`config.mk`:
```
export PLATFORM = sky130hd
export DESIGN_NAME = fifo_uart_tx_flat
export DESIGN_NICKNAME = d
export VERILOG_FILES = /design/src/rtl/fifo_uart_tx_if.sv /design/src/rtl/fifo_uart_tx.sv /design/src/flat_wrapper.sv
export SDC_FILE = /design/constraint.sdc
export NUM_CORES = 1
export LEC_CHECK = 0
export CORE_ASPECT_RATIO = 1.25
export CORE_UTILIZATION = 48
export CTS_CLUSTER_SIZE = 40
export DETAILED_ROUTE_END_ITERATION = 8
export DONT_BUFFER_PORTS = 1
export PLACE_DENSITY = 0.68
export SYNTH_ARGS = -nofsm -noshare
export SYNTH_HDL_FRONTEND = slang
export SYNTH_SLANG_ARGS = --single-unit
```
`constraint.sdc`:
```
create_clock -name clk -period 2.2 [get_ports clk]
set_input_delay 0.44 -clock clk [delete_from_list [all_inputs] [get_ports clk]]
set_output_delay 0.44 -clock clk [all_outputs]
set_load 0.02 [all_outputs]
```
`src/rtl/fifo_uart_tx_if.sv`:
```
// Read-side handshake between an upstream byte fifo and the UART transmitter.
// master: the transmitter issuing reads; slave: the fifo answering them.
interface fifo_uart_tx_if;
    logic       fifo_empty;
    logic [7:0] fifo_read_data;
    logic       fifo_read_enable;

    modport master (
        input  fifo_empty,
        input  fifo_read_data,
        output fifo_read_enable
    );

    modport slave (
        output fifo_empty,
        output fifo_read_data,
        input  fifo_read_enable
    );
endinterface

```
`src/rtl/fifo_uart_tx.sv`:
```
// Fifo-fed 8N1 UART transmitter: pulls one byte per frame, shifts it out LSB first.
// Define UART_TX_PARITY_EN to insert an even-parity bit between data and stop.
module fifo_uart_tx #(
    parameter int CLKS_PER_BIT = 16
) (
    input  logic                 clk,
    input  logic                 reset,
    fifo_uart_tx_if.master       fifo,
    output logic                 tx,
    output logic                 busy,
    output logic                 frame_done,
    output logic [15:0]          frames_sent
);

    typedef enum logic [2:0] {
        IDLE, FETCH, LOAD, START, DATA, PARITY, STOP
    } state_e;

    localparam logic [15:0] LAST_CNT = 16'(CLKS_PER_BIT - 1);

    state_e      state_q, state_d;
    logic [15:0] cnt_q, cnt_d;
    logic [2:0]  bit_q, bit_d;
    logic [7:0]  sh_q, sh_d;
    logic        tx_q, tx_d;
    logic [15:0] frames_q;
    logic        bit_end;

`ifdef UART_TX_PARITY_EN
    logic        parity_q;
`endif

    assign bit_end     = (cnt_q == LAST_CNT);
    assign tx          = tx_q;
    assign frames_sent = frames_q;

    always_ff @(posedge clk or posedge reset) begin
        if (reset) begin
            state_q  <= IDLE;
            cnt_q    <= '0;
            bit_q    <= '0;
            sh_q     <= '0;
            tx_q     <= 1'b1;
            frames_q <= '0;
        end else begin
            state_q  <= state_d;
            cnt_q    <= cnt_d;
            bit_q    <= bit_d;
            sh_q     <= sh_d;
            tx_q     <= tx_d;
            if (frame_done)
                frames_q <= frames_q + 16'd1;
        end
    end

`ifdef UART_TX_PARITY_EN
    always_ff @(posedge clk or posedge reset) begin
        if (reset)
            parity_q <= 1'b0;
        else if (state_q == LOAD)
            parity_q <= ^fifo.fifo_read_data;
    end
`endif

    always_comb begin
        state_d = state_q;
        cnt_d   = cnt_q;
        bit_d   = bit_q;
        sh_d    = sh_q;
        case (state_q)
            IDLE:  if (!fifo.fifo_empty) state_d = FETCH;
            FETCH: state_d = LOAD;
            LOAD: begin
                // Read data arrives one cycle after the FETCH request.
                sh_d    = fifo.fifo_read_data;
                cnt_d   = '0;
                bit_d   = '0;
                state_d = START;
            end
            START: begin
                if (bit_end) begin
                    cnt_d   = '0;
                    state_d = DATA;
                end else begin
                    cnt_d = cnt_q + 16'd1;
                end
            end
            DATA: begin
                if (bit_end) begin
                    cnt_d = '0;
                    sh_d  = {1'b0, sh_q[7:1]};
                    bit_d = bit_q + 3'd1;
                    if (bit_q == 3'd7) begin
`ifdef UART_TX_PARITY_EN
                        state_d = PARITY;
`else
                        state_d = STOP;
`endif
                    end
                end else begin
                    cnt_d = cnt_q + 16'd1;
                end
            end
`ifdef UART_TX_PARITY_EN
            PARITY: begin
                if (bit_end) begin
                    cnt_d   = '0;
                    state_d = STOP;
                end else begin
                    cnt_d = cnt_q + 16'd1;
                end
            end
`endif
            STOP: begin
                if (bit_end) begin
                    cnt_d   = '0;
                    state_d = IDLE;
                end else begin
                    cnt_d = cnt_q + 16'd1;
                end
            end
            default: state_d = IDLE;
        endcase
    end

    // tx_d follows the next state so the registered line lines up with state_q.
    always_comb begin
        fifo.fifo_read_enable = 1'b0;
        busy                  = (state_q != IDLE);
        frame_done            = 1'b0;
        tx_d                  = 1'b1;
        case (state_q)
            FETCH:   fifo.fifo_read_enable = 1'b1;
            STOP:    frame_done = bit_end;
            default: ;
        endcase
        case (state_d)
            START:   tx_d = 1'b0;
            DATA:    tx_d = sh_d[0];
`ifdef UART_TX_PARITY_EN
            PARITY:  tx_d = parity_q;
`endif
            default: tx_d = 1'b1;
        endcase
    end

endmodule

```
`src/flat_wrapper.sv`:
```
// flat-port wrapper written by rule: the top's interface ports become plain ports
module fifo_uart_tx_flat 
#(
    parameter int CLKS_PER_BIT = 16
)
  (clk, reset, tx, busy, frame_done, frames_sent, fifo_fifo_empty, fifo_fifo_read_data, fifo_fifo_read_enable);
  fifo_uart_tx_if fifo_i ();
  input  logic clk;
  input  logic reset;
  output logic tx;
  output logic busy;
  output logic frame_done;
  output logic [15:0] frames_sent;
  input wire logic [$bits(fifo_i.fifo_empty)-1:0] fifo_fifo_empty;
  input wire logic [$bits(fifo_i.fifo_read_data)-1:0] fifo_fifo_read_data;
  output wire logic [$bits(fifo_i.fifo_read_enable)-1:0] fifo_fifo_read_enable;
  assign fifo_i.fifo_empty = fifo_fifo_empty;
  assign fifo_i.fifo_read_data = fifo_fifo_read_data;
  assign fifo_fifo_read_enable = fifo_i.fifo_read_enable;
  fifo_uart_tx #(.CLKS_PER_BIT(CLKS_PER_BIT)) u_core (.clk(clk), .reset(reset), .fifo(fifo_i), .tx(tx), .busy(busy), .frame_done(frame_done), .frames_sent(frames_sent));
endmodule
```
==> results.md, run 1 <==
* Most frequent cells after synthesis: 46 x dfrtp_1, 19 x xnor2_1, 18 x nand3_1
* Avg Inst Size Synth at slightly below 10 um^2
* CTS Buf Count at 5
* First-pass GRT wire length at a little under 9 mm
* Mapped Cells at 249
* Cts hold-fix bufs at 0
* Layout cell share with drive strength beyond 1 at 0.2278
* Top-count cell post-synth: dfrtp_1
* Pre-antenna DRT Iters at 4
* Required time of the critical path at between 1.5 and 2 ns
* Final setup viols at 0
* Synthesis-to-layout area growth at 17.04%
* Worst-Margin Slew at 0.6253 ns
* Class of the worst hold path: input pin to async pin
* Unique masters post-synth at between 40 and 50
* Syn_nets at 264
* Non-filler cells, final at 341
* Leakage at 1.228 nW
* Slew headroom at 0.5831
* DR vias/cell at 6.126
* IO Count at 31
* WS Path Type: register to output pin
* Crit path cell chain: or4_4 > nor3_4 > nand3_2 > inv_2
* Antenna cell count at 0
* CTS clk-pin slew, worst paths at 0.09 ns
* Largest net degree at the start of global routing at 21
* Total gr overflow at 0
* Period utilization at 0.9844
* Synth top area share at 0.4651
* Site row count at 28
* GP Congestion at 0.8564
* Area contributors post-synth: dfrtp_1 47%, xnor2_1 6.7%, nand3_1 3.6%
* Die area at 5449 um^2
* Core ar. at roughly 4800 um^2
* Worst clock skew at 0.008154 ns
* VDD IR max at 0.0002612 V
* Placed cells at 330
* GR Util met2 at 0.3469
* Area post-placement at between 2000 and 3000 um^2
* Final nets at between 200 and 300
* GRT Total Usage at 0.2110
* CTS tree: built
* IO buf count at 0
* Power per standard cell area at around 530 nW/um^2
* CTS H-tree lvls at 2
* Post-route setup TNS at 0 ns
* RSZ-0062 raised after global routing: true
* Worst Path Max Fanout at 3
* Async set or reset register ratio after synthesis at 1.000
* Initial Utilization at 0.5119
* Die width at approximately 66 um
* Synth warn at 0
* Clock insertion delay at the later pin of the skew report at 0.30 ns
* Outcome: completed
* Grt met3 use at 0.04121
* Yosys top cell by area: dfrtp_1
* Seq/Total Area, Yosys at 0.4757
* Post-Layout Inst Area at 2897 um^2
* Die height at 82.28 um
* Final Max Slew Viols at 0
* 1st-iter DRT viols at 93
* Initial antenna violation count at 0
* Met1 Usage GRT at 0.2764
* Clock tree buffer depth at 2
* Crit path DAT at 1.73 ns
* Root Buffer: clkbuf_8
* Top Usage Layer GRT: met2
* Crit-path slowest cell: or4_4
* WL per Instance at 15.74 um
* Period minus WS final at approximately 2.2 ns
* Post-synth EDFFs at 0
* Delay of the slowest critical-path stage at about 0.56 ns
* Crit. End Element: output pin
* Final antenna-violating net count at 0
* FF+latch count, synth at 47
* Sink Count at 47
* Vias at ~2100
* Vias in the first global route at 1952
* Routed wire length at 5.369 mm
* DP HPWL at 3.790 mm
* Cell Area, Synth at 2475 um^2
* Maximum clock rate at between 400 and 500 MHz
* DR DRC count at 0
* Hold Vio Cnt, Final at 0
* Main flop type after synthesis: dfrtp_1
* Max Cap Violations at 0
* Startpoint types: register
## power breakdown
part	switching [mW]	leakage, nW	total (mW)	internal (mW)
combinational	0.0201	0.560	0.0294	0.00928
sequential	0.00618	0.609	0.877	0.871
clock	0.302	0.0581	0.640	0.339
total	0.328	1.23	1.55	1.22
## metal layers
metal	vias to the layer above	wire length (um)
li1	998	-
met1	1045	2490
met2	40	2623
met3	6	196
met4	0	59
met5	-	0
## cell families after synthesis
logic type,count (synthesis),share of synthesized area
and+or+nand+nor,109,0.2528
AOI/OAI and AO/OA,47,0.1330
DFF,47,0.4757
xor gates and xnor gates,20,0.07078
buffers and inverters,18,0.02982
muxes,4,0.01769
adders and majority gates,4,0.02022
## cells in the final DEF, fill, tap and decap left out, types with 2 or more instances in the layout
| cell | count |
|---|---|
| dfrtp_1 | 46 |
| buf_4 | 33 |
| xnor2_1 | 19 |
| nand3_1 | 17 |
| o21ai_0 | 15 |
| nand4_1 | 14 |
| nand2_1 | 12 |
| nor3_1 | 11 |
| nor4_1 | 8 |
| nor2_1 | 8 |
| or3_1 | 8 |
| and2_1 | 8 |
| a211oi_1 | 7 |
| a221o_1 | 7 |
| a21oi_1 | 6 |
| inv_1 | 6 |
| or4_4 | 5 |
| clkbuf_8 | 5 |
| o31ai_1 | 3 |
| and3_1 | 3 |
| mux2_2 | 3 |
| a31oi_1 | 3 |
| ha_1 | 3 |
| nand2b_1 | 2 |
| nand3_2 | 2 |
| a211oi_2 | 2 |
| or2_2 | 2 |
| inv_2 | 2 |
| a32oi_1 | 2 |
## final cells by class
class / instances / area [um^2]
clock buffer: 5 / 68.82
clock inverter: 3 / 43.79
fill: 405 / 1938
inverter: 9 / 33.78
multi-input combinational: 184 / 1250
sequential: 47 / 1177
tap: 60 / 75.07
timing repair buffer: 33 / 247.7
## per-stage QoR
stage          setup WS (ns)  hold WS [ns]    util  power, mW
6_report             0.03443       0.01357  0.5991      1.547
5_1_grt             -0.04895       0.03176  0.5991      1.599
4_1_cts             0.004293       0.02635  0.5955      1.559
3_5_place_dp         0.06851        0.3497  0.5657     0.9252
3_3_place_gp         0.08879        0.3486  0.5657     0.9241
2_1_floorplan        0.07897        0.4790       -     0.9138
## registers in the layout, summed over array words and instances, names as in the netlist
signal	count
u_core.state_q	3
u_core.frames_sent	16
u_core.bit_q	3
u_core.sh_q	8
u_core.cnt_q	16
u_core.tx	1
## path summary, 6_finish.rpt
check / cells after the start / endpoint / startpoint / slack [ns]
min in group clk: 2 / u_core.sh_q[7] / fifo_fifo_read_data[7] / 0.27
hold / removal: 1 / u_core.bit_q[0] / reset / 0.01
max in group asynchronous: 2 / u_core.cnt_q[5] / reset / 1.61
setup reg to reg: 6 / u_core.sh_q[4] / u_core.cnt_q[4] / 0.13
setup / recovery: 4 / frame_done / u_core.cnt_q[4] / 0.03
hold reg to reg: 1 / u_core.sh_q[6] / u_core.sh_q[7] / 0.52
## timing repair
item | in CTS | in global routing
gates cloned | 0 | 0
buffers inserted | 2 | 1
gates resized for setup | 5 | 4
pin swaps | 1 | 0
endpoints found under the setup margin | 1 | 6
## critical path: cells and delay by family (launching register included)
| family | cells | cell delay [ns] |
|---|---|---|
| buffers and inverters | 1 | 0.12 |
| flip-flops | 1 | 0.38 |
| AND/OR/NAND/NOR | 3 | 0.93 |
Note: power is estimated with default switching activity, not from simulation.
==> inputs of run 2 (changes only) <==
==> constraint.sdc (replaced) <==
create_clock -name clk -period 2.2 [get_ports clk]
set_input_delay 0.66 -clock clk [delete_from_list [all_inputs] [get_ports clk]]
set_output_delay 0.66 -clock clk [all_outputs]
set_load 0.02 [all_outputs]
==> results.md, run 2 (synthesized netlist as in run 1, its figures left out) <==
* Antenna cell count at 0 (unchanged)
* Initial antenna violation count at 0 (unchanged)
* IO Count at 31 (unchanged)
* Startpoint types: register
* Die area at 5449 um^2 (unchanged)
* DP HPWL at 3.832 mm (+1.1%)
* Storage cell area at 1177 um^2 (unchanged)
* Vias at 2063 (-1.2%)
* Class of the worst hold path: input pin to async pin
* Worst-Margin Slew at 0.5323 ns (-0.09299 ns)
* DR DRC count at 0 (unchanged)
* Non-filler cells, final at 339 (-0.59%)
* Max Cap Violations at 0 (unchanged)
* VDD IR max at 0.0003149 V (+21%)
* Post-route setup TNS at -0.1542 ns (-0.1542 ns)
* Period utilization at 1.070 (+0.08573)
* Crit path DAT at 1.69 ns (-0.04 ns)
* Crit path cell chain: or4_4 > nor3_4 > nand3_2 > inv_2
* CTS Buf Count at 5 (unchanged)
* WL per Instance at 16.05 um (+1.9%)
* Core ar. at 4835 um^2 (unchanged)
* Final antenna-violating net count at 0 (unchanged)
* Site row count at 28 (unchanged)
* Commonest non-fill, non-tap cell in the layout: dfrtp_1
* CTS tree: built
* Final nets at 293 (-0.68%)
* Clock tree buffer depth at 2 (unchanged)
* Pre-antenna DRT Iters at 4 (unchanged)
* Routed wire length at 5.440 mm (+1.3%)
* Slew headroom at 0.6418 (+0.05872)
* Sink Count at 47 (unchanged)
* 1st-iter DRT viols at 163 (+75%)
* Worst setup margin at -0.1542 ns (-0.1886 ns)
* GP Congestion at 0.8597 (+0.39%)
* GRT Total Usage at 0.2196 (+0.008599)
* Synthesis-to-layout area growth at 16.94% (about the same)
* IO buf count at 0 (unchanged)
* Placed cells at 330 (unchanged)
* Area post-placement at 2760 um^2 (+0.92%)
* Post-Layout Inst Area at 2894 um^2 (about the same)
* Multi-input logic area at 1247 um^2 (-0.20%)
* WS Path Type: register to output pin
* Layout cell share with drive strength beyond 1 at 0.2186 (-0.009120)
* Final setup viols at 1 (+1)
* Required time of the critical path at 1.54 ns (-0.22 ns)
* Fill count at 427 (+5.4%)
* Period minus WS final at 2.354 ns (+0.1886 ns)
* First-pass GRT wire length at 9.080 mm (+2.0%)
* Vias in the first global route at 1941 (-0.56%)
* Die height at 82.28 um (unchanged)
* Die width at 66.23 um (unchanged)
* Leakage at 1.225 nW (-0.25%)
* RSZ-0062 raised after global routing: true
* Maximum clock rate at 424.8 MHz (-8.0%)
* Hold Vio Cnt, Final at 0 (unchanged)
* Violated checks: setup timing
* Clock insertion delay at the later pin of the skew report at 0.30 ns (about the same)
* CTS H-tree lvls at 2 (unchanged)
* Worst clock skew at 0.01076 ns (+0.002607 ns)
* Delay of the slowest critical-path stage at 0.54 ns (-0.02 ns)
* Crit. End Element: output pin
* CTS clk-pin slew, worst paths at 0.10 ns (about the same)
* Root Buffer: clkbuf_8
* Largest net degree at the start of global routing at 30 (+43%)
* Outcome: finished with violations
* DR vias/cell at 6.086 (-0.66%)
* Total gr overflow at 0 (unchanged)
* Power per standard cell area at 538.6 nW/um^2 (+0.83%)
* Worst Path Max Fanout at 2 (-1)
* Crit-path slowest cell: or4_4
* Initial Utilization at 0.5119 (unchanged)
* Most frequent cells in the layout: 46 x dfrtp_1, 30 x buf_4, 19 x xnor2_1
* Final Max Slew Viols at 0 (unchanged)
## run 2: path summary, 6_finish.rpt
path | from | endpoint | slack (ns) | cells after the start
max | u_core.cnt_q[6] | frame_done | -0.15 | 4
max reg2reg | u_core.cnt_q[0] | u_core.cnt_q[10] | 0.01 | 5
min reg2reg | u_core.sh_q[7] | u_core.sh_q[6] | 0.52 | 1
min | reset | u_core.sh_q[6] | 0.22 | 1
min in group clk | fifo_fifo_read_data[7] | u_core.sh_q[7] | 0.48 | 2
max in group asynchronous | reset | u_core.cnt_q[2] | 1.48 | 2
## run 2: worst max-delay path: cells and delay by family (launching register included)
| kind | cells | cell delay, ns |
|---|---|---|
| simple gates | 3 | 0.87 |
| flops | 1 | 0.40 |
| buf+inv | 1 | 0.12 |
## run 2: stage by stage
step	hold slack, ns	power [mW]	setup slack (ns)	util
detailed placement	0.5011	0.9256	0.05411	0.5709
CTS	0.2262	1.573	-0.1605	0.5968
finish	0.2181	1.559	-0.1542	0.5986
global route	0.2340	1.624	-0.2238	0.5986
global placement	0.4978	0.9250	0.08655	0.5709
floorplan	0.4790	0.9138	-0.008709	-
## run 2: per-layer routing
layer  GRT usage  vias to the layer above  share of wire
li1            -                      994              -
met1      0.2914                     1023           0.44
met2      0.3663                       40           0.52
met3     0.04258                        6          0.025
met4     0.05957                        0          0.010
met5           0                        -              0
## run 2: cell type report
class / instances / share of cell area
Clock buffer: 5 / 0.02378
Inverter: 9 / 0.01167
Tap cell: 60 / 0.02594
Sequential cell: 47 / 0.4068
Timing Repair Buffer: 31 / 0.08474
Multi-Input combinational cell: 184 / 0.4310
Clock inverter: 3 / 0.01600
## run 2: timing repair
item	CTS	global route
setup endpoints to repair	1	16
hold endpoints to repair	0	0
pin swaps	1	0
hold buffers	0	0
buffers inserted	1	0
resized for setup	1	3
## run 2: where the power goes
part / leakage [nW] / switching, mW / internal (mW)
Sequential: 0.609 / 0.00638 / 0.871
Combinational: 0.561 / 0.0190 / 0.0104
Clock: 0.0548 / 0.309 / 0.342
